## config.mk

```make
export PLATFORM = sky130hd
export DESIGN_NAME = register_file_flat
export DESIGN_NICKNAME = d
export VERILOG_FILES = /design/src/rtl/register_file_pkg.sv /design/src/rtl/register_file_if.sv /design/src/rtl/register_file.sv /design/src/flat_wrapper.sv
export SDC_FILE = /design/constraint.sdc
export NUM_CORES = 1
export LEC_CHECK = 0
export CORE_MARGIN = 2
export CORE_UTILIZATION = 30
export DETAILED_ROUTE_END_ITERATION = 6
export GPL_TIMING_DRIVEN = 0
export PLACE_DENSITY = 0.49
export SLEW_MARGIN = 20
export SYNTH_ARGS = -nofsm -noshare
export SYNTH_HDL_FRONTEND = slang
export SYNTH_SLANG_ARGS = --single-unit
export TNS_END_PERCENT = 5
```

## constraint.sdc

```tcl
create_clock -name clk -period 10.8 [get_ports clk]
set_input_delay 1.62 -clock clk [delete_from_list [all_inputs] [get_ports clk]]
set_output_delay 1.62 -clock clk [all_outputs]
set_load 0.1 [all_outputs]
```

## src/rtl/register_file_pkg.sv

```systemverilog
// Shared encodings for the per-thread register file: core phases, write-source
// select codes and the indices of the read-only special registers.
package register_file_pkg;

    typedef enum logic [2:0] {
        ST_IDLE    = 3'b000,
        ST_FETCH   = 3'b001,
        ST_DECODE  = 3'b010,
        ST_REQUEST = 3'b011,
        ST_WAIT    = 3'b100,
        ST_EXECUTE = 3'b101,
        ST_UPDATE  = 3'b110,
        ST_DONE    = 3'b111
    } core_state_e;

    typedef enum logic [1:0] {
        WR_ALU      = 2'b00,
        WR_LSU      = 2'b01,
        WR_IMM      = 2'b10,
        WR_RESERVED = 2'b11
    } wr_src_e;

    localparam int NUM_REGS = 16;
    localparam logic [3:0] REG_BLOCK_IDX  = 4'd13;
    localparam logic [3:0] REG_BLOCK_DIM  = 4'd14;
    localparam logic [3:0] REG_THREAD_IDX = 4'd15;

    // R13..R15 are special and never accept instruction writes.
    function automatic logic is_read_only(input logic [3:0] addr);
        return (addr == REG_BLOCK_IDX) || (addr == REG_BLOCK_DIM) || (addr == REG_THREAD_IDX);
    endfunction

endpackage

```

## src/rtl/register_file_if.sv

```systemverilog
// Decode/operand bundle between the thread core (master) and its register file (slave).
interface register_file_if
    import register_file_pkg::*;
#(
    parameter int DATA_BITS = 8
);
    logic                 enable;
    logic [7:0]           block_id;
    core_state_e          core_state;
    logic [3:0]           decoded_rd_address;
    logic [3:0]           decoded_rs_address;
    logic [3:0]           decoded_rt_address;
    logic                 decoded_reg_write_enable;
    wr_src_e              decoded_reg_input_mux;
    logic [7:0]           decoded_immediate;
    logic [7:0]           alu_out;
    logic [7:0]           lsu_out;
    logic [DATA_BITS-1:0] rs;
    logic [DATA_BITS-1:0] rt;
    logic                 ro_write_err;
    logic [3:0]           dbg_addr;
    logic [DATA_BITS-1:0] dbg_data;

    modport master (
        output enable, block_id, core_state,
        output decoded_rd_address, decoded_rs_address, decoded_rt_address,
        output decoded_reg_write_enable, decoded_reg_input_mux, decoded_immediate,
        output alu_out, lsu_out, dbg_addr,
        input  rs, rt, ro_write_err, dbg_data
    );

    modport slave (
        input  enable, block_id, core_state,
        input  decoded_rd_address, decoded_rs_address, decoded_rt_address,
        input  decoded_reg_write_enable, decoded_reg_input_mux, decoded_immediate,
        input  alu_out, lsu_out, dbg_addr,
        output rs, rt, ro_write_err, dbg_data
    );

endinterface

```

## src/rtl/register_file.sv

```systemverilog
// Per-thread register file: 13 general registers plus read-only %blockIdx,
// %blockDim and %threadIdx, with registered operand reads and a debug port.
module register_file
    import register_file_pkg::*;
#(
    parameter int THREADS_PER_BLOCK = 4,
    parameter int THREAD_ID         = 0,
    parameter int DATA_BITS         = 8
) (
    input  logic           clk,
    input  logic           reset,
    register_file_if.slave bus
);

    logic [DATA_BITS-1:0] regs_reg [NUM_REGS];
    logic [DATA_BITS-1:0] rs_reg;
    logic [DATA_BITS-1:0] rt_reg;
    logic                 ro_write_err_reg;

    logic [DATA_BITS-1:0] wr_data_next;
    logic                 wr_request;
    logic                 wr_legal;
    logic                 rd_request;

    always_comb begin
        wr_data_next = '0;
        unique case (bus.decoded_reg_input_mux)
            WR_ALU:      wr_data_next = DATA_BITS'(bus.alu_out);
            WR_LSU:      wr_data_next = DATA_BITS'(bus.lsu_out);
            WR_IMM:      wr_data_next = DATA_BITS'(bus.decoded_immediate);
            WR_RESERVED: wr_data_next = '0;
        endcase
    end

    assign rd_request = bus.enable && (bus.core_state == ST_REQUEST);
    assign wr_request = bus.enable && (bus.core_state == ST_UPDATE) && bus.decoded_reg_write_enable;
    assign wr_legal   = !is_read_only(bus.decoded_rd_address) &&
                        (bus.decoded_reg_input_mux != WR_RESERVED);

    // REQUEST and UPDATE never coincide, so operand reads see pre-edge contents
    // without any bypass from the write path.
    always_ff @(posedge clk or posedge reset) begin
        if (reset) begin
            for (int i = 0; i < NUM_REGS; i++) begin
                regs_reg[i] <= '0;
            end
            regs_reg[REG_BLOCK_DIM]  <= DATA_BITS'(THREADS_PER_BLOCK);
            regs_reg[REG_THREAD_IDX] <= DATA_BITS'(THREAD_ID);
            rs_reg           <= '0;
            rt_reg           <= '0;
            ro_write_err_reg <= 1'b0;
        end else if (bus.enable) begin
            if (rd_request) begin
                rs_reg <= regs_reg[bus.decoded_rs_address];
                rt_reg <= regs_reg[bus.decoded_rt_address];
            end
            if (wr_request) begin
                if (wr_legal) begin
                    regs_reg[bus.decoded_rd_address] <= wr_data_next;
                end else begin
                    ro_write_err_reg <= 1'b1;
                end
            end
            regs_reg[REG_BLOCK_IDX] <= DATA_BITS'(bus.block_id);
        end
    end

    assign bus.rs           = rs_reg;
    assign bus.rt           = rt_reg;
    assign bus.ro_write_err = ro_write_err_reg;
    assign bus.dbg_data     = regs_reg[bus.dbg_addr];

endmodule

```

## src/flat_wrapper.sv

```systemverilog
// flat-port wrapper written by rule: the top's interface ports become plain ports
module register_file_flat import register_file_pkg::*;
#(
    parameter int THREADS_PER_BLOCK = 4,
    parameter int THREAD_ID         = 0,
    parameter int DATA_BITS         = 8
)
  (clk, reset, bus_enable, bus_block_id, bus_core_state, bus_decoded_rd_address, bus_decoded_rs_address, bus_decoded_rt_address, bus_decoded_reg_write_enable, bus_decoded_reg_input_mux, bus_decoded_immediate, bus_alu_out, bus_lsu_out, bus_dbg_addr, bus_rs, bus_rt, bus_ro_write_err, bus_dbg_data);
  register_file_if #(.DATA_BITS(DATA_BITS)) bus_i ();
  input  logic clk;
  input  logic reset;
  input wire logic [$bits(bus_i.enable)-1:0] bus_enable;
  input wire logic [$bits(bus_i.block_id)-1:0] bus_block_id;
  input wire logic [$bits(bus_i.core_state)-1:0] bus_core_state;
  input wire logic [$bits(bus_i.decoded_rd_address)-1:0] bus_decoded_rd_address;
  input wire logic [$bits(bus_i.decoded_rs_address)-1:0] bus_decoded_rs_address;
  input wire logic [$bits(bus_i.decoded_rt_address)-1:0] bus_decoded_rt_address;
  input wire logic [$bits(bus_i.decoded_reg_write_enable)-1:0] bus_decoded_reg_write_enable;
  input wire logic [$bits(bus_i.decoded_reg_input_mux)-1:0] bus_decoded_reg_input_mux;
  input wire logic [$bits(bus_i.decoded_immediate)-1:0] bus_decoded_immediate;
  input wire logic [$bits(bus_i.alu_out)-1:0] bus_alu_out;
  input wire logic [$bits(bus_i.lsu_out)-1:0] bus_lsu_out;
  input wire logic [$bits(bus_i.dbg_addr)-1:0] bus_dbg_addr;
  output wire logic [$bits(bus_i.rs)-1:0] bus_rs;
  output wire logic [$bits(bus_i.rt)-1:0] bus_rt;
  output wire logic [$bits(bus_i.ro_write_err)-1:0] bus_ro_write_err;
  output wire logic [$bits(bus_i.dbg_data)-1:0] bus_dbg_data;
  assign bus_i.enable = bus_enable;
  assign bus_i.block_id = bus_block_id;
  assign bus_i.core_state = bus_core_state;
  assign bus_i.decoded_rd_address = bus_decoded_rd_address;
  assign bus_i.decoded_rs_address = bus_decoded_rs_address;
  assign bus_i.decoded_rt_address = bus_decoded_rt_address;
  assign bus_i.decoded_reg_write_enable = bus_decoded_reg_write_enable;
  assign bus_i.decoded_reg_input_mux = bus_decoded_reg_input_mux;
  assign bus_i.decoded_immediate = bus_decoded_immediate;
  assign bus_i.alu_out = bus_alu_out;
  assign bus_i.lsu_out = bus_lsu_out;
  assign bus_i.dbg_addr = bus_dbg_addr;
  assign bus_rs = bus_i.rs;
  assign bus_rt = bus_i.rt;
  assign bus_ro_write_err = bus_i.ro_write_err;
  assign bus_dbg_data = bus_i.dbg_data;
  register_file #(.THREADS_PER_BLOCK(THREADS_PER_BLOCK), .THREAD_ID(THREAD_ID), .DATA_BITS(DATA_BITS)) u_core (.clk(clk), .reset(reset), .bus(bus_i));
endmodule
```

==> metrics.yaml <==
grt_pass1_wl_mm: 40.6
gr-usage-met2: 0.290
tns_ns: 0
end_kind: "output port"
synth_cells: 584
powerDensity_nw_per_um2: 135
crit_buf_inv: 4
cts_tree: "done"
grt_max_degree: 77
drtAntennaViolNets: 0
dpl.hpwl_mm: 19.5
crit_fanout: 10
crit_required_ns: 9.18
wl_per_cell_um: 25.7
yosys_warnings: 0
core_region_area_sq_um: 28500
slew_headroom: 0.318
final_common_cell: "dfrtp_1"
use_met3: 0.0375
first_pass_iters: 5
p_leak_uw: 0.00443
ios: 82
largest_reg_flops: 128
first_global_vias: 6099
layout-drive-gt1-share: 0.417
antenna_found_initial: 0
startpoint_type: "input pin"
final_cells: 1067
syn_area_per_cell_sq_um: 14.8
synth_seq_area_share: 0.419
synth_top_area_frac: 0.416
synth_flop_cell: "dfrtp_1"
place.gp.congestion: 0.806
maxSlewViolCount: 0
gr-total-overflow: 0
cts.reportedPaths.clkPinSlew_ns: 0.06
synth_area_sq_um: 8660
fin_worst_skew_ns: 0.0118
die_width_um: 174
ys_ff_latch: 145
post-cts-setup-buffers: 0
grtUsageMet1: 0.264
cpMaxStageDelayCell: "clkdlybuf4s50_1"
initial_core_util: 0.303
rsz0062_at_grt: "no"
diodes: 0
r2r_setup_slack_ns: 9.17
port_buffers: 66
path_delay_family: "buffers and inverters"
cp_cell_sequence: "clkbuf_1 -> clkbuf_1 -> buf_2 -> mux4_2 -> mux4_2 -> clkdlybuf4s50_1"
clockBufferDepth: 2
worstHoldPathType: "reg -> reg"
layout.nets: 727
vias_per_cell: 5.44
yosys.area.top_type: "dfrtp_1"
drt-total-wl_mm: 27.4
ys_async_sr_fraction: 1.00
setup_violations: 0
netlist-cell-type-count: 37
dp_cells: 1035
synth_nets: 641
finalHoldViolCount: 0
syn_to_final_growth_pct: 20.0
cts_made_buffers: 17
cts_hold_buf: 0
ir_drop_mv: 0.112
rows: 62
drtIter0Drc: 447
worstPathArrival_ns: 5.12
synth-edff-count: 0
htreeDepth: 4
cpPeakStageDelay_ns: 0.99
grt_usage: 0.185
reg2regPathDepth: 3
min_path_cells: 1
min_period_over_period: 0.624
fp.dieH_um: 174
fmax_mhz: 148
cp.depth: 6
vias: 5805
layout_common_cells: "dfrtp_1 (144), mux2_2 (112), mux4_2 (94), clkdlybuf4s50_1 (66), clkbuf_1 (45)"
cts.sinks: 145
drc_errors: 0
post-route-min-period_ns: 6.74
insertion_delay_ns: 0.43
clockRootBuffer: "clkbuf_16"
status: "complete, no violations"
gr-max-usage-layer: "met2"
maxCapViolations: 0
worstMarginPinSlew_ns: 1.02
fillers: 2825
worstSetupPathType: "in -> out"
synth_area_leaders: "dfrtp_1 (42%), mux4_2 (24%), mux2_2 (15%)"
dieArea_sq_um: 30200
post_cts_resized: 0
-- Yosys cell counts, types with 6 or more instances --
master    count
mux2_4        8
mux2i_1      41
clkbuf_1     44
a221oi_1      6
buf_2        21
nor3_1       13
mux2_2      112
a221o_1      13
nor2_1       11
mux4_2       94
nand2_1      15
nor3_4        6
o21ai_0       8
nand2b_1      6
dfrtp_1     144
-- per-layer routing --
layer,routed length [um],vias to the layer above
li1,-,2469
met1,12700,3130
met2,12800,181
met3,1450,25
met4,461,0
met5,0,-
-- area by class of cell --
cell class              count  area [sq um]  area share
clock buffers              19           443      0.0426
plain buffers              73           315      0.0303
flip-flops and latches    145          3630       0.349
well taps                 384           480      0.0462
inverters                   3          18.8     0.00181
multi-input cells         363          4700       0.452
clock inverters            13           114      0.0110
repair buffers             67           688      0.0662
-- worst reg2reg max path: cells and delay by family, from the launching register on --
family	cells	cell delay [ns]
AOI/OAI and AO/OA	1	0.32
muxes	2	0.79
DFF	1	0.41
-- stage by stage --
step	hold WS, ns	utilization	worst slack (ns)	area [sq um]	power [uW]
after floorplan	0.439	-	5.29	8660	762
after global placement	0.449	0.343	3.20	9800	842
after detailed placement	0.462	0.344	4.09	9830	847
after CTS	0.472	0.364	4.09	10400	1410
after global routing	0.483	0.364	3.99	10400	1450
final	0.468	0.364	4.06	10400	1400
-- cells by family after synthesis --
logic type,Yosys count,synth area share
muxes,255,0.451
DFF,145,0.419
buffers and inverters,76,0.0377
and+or+nand+nor,69,0.0548
AOI/OAI and AO/OA,39,0.0369
-- final timing paths --
check                                                start                         endpoint
max reg2reg                 u_core.regs_reg[5]$_DFFE_PP0P_     u_core.bus.rt[5]$_DFFE_PP0P_
max                                        bus_dbg_addr[1]                  bus_dbg_data[4]
min reg2reg                u_core.regs_reg[10]$_DFFE_PP1P_  u_core.regs_reg[10]$_DFFE_PP1P_
max in group asynchronous                            reset  u_core.regs_reg[10]$_DFFE_PP1P_
min in group asynchronous                            reset  u_core.regs_reg[22]$_DFFE_PP0P_
min                        u_core.regs_reg[10]$_DFFE_PP1P_  u_core.regs_reg[10]$_DFFE_PP1P_
-- power breakdown --
group / total [uW] / internal, uW / switching (uW)
Sequential: 586 / 565 / 21.1
Combinational: 249 / 92.8 / 156
Clock: 569 / 322 / 246
No activity file was read; power rests on OpenSTA's default activity.
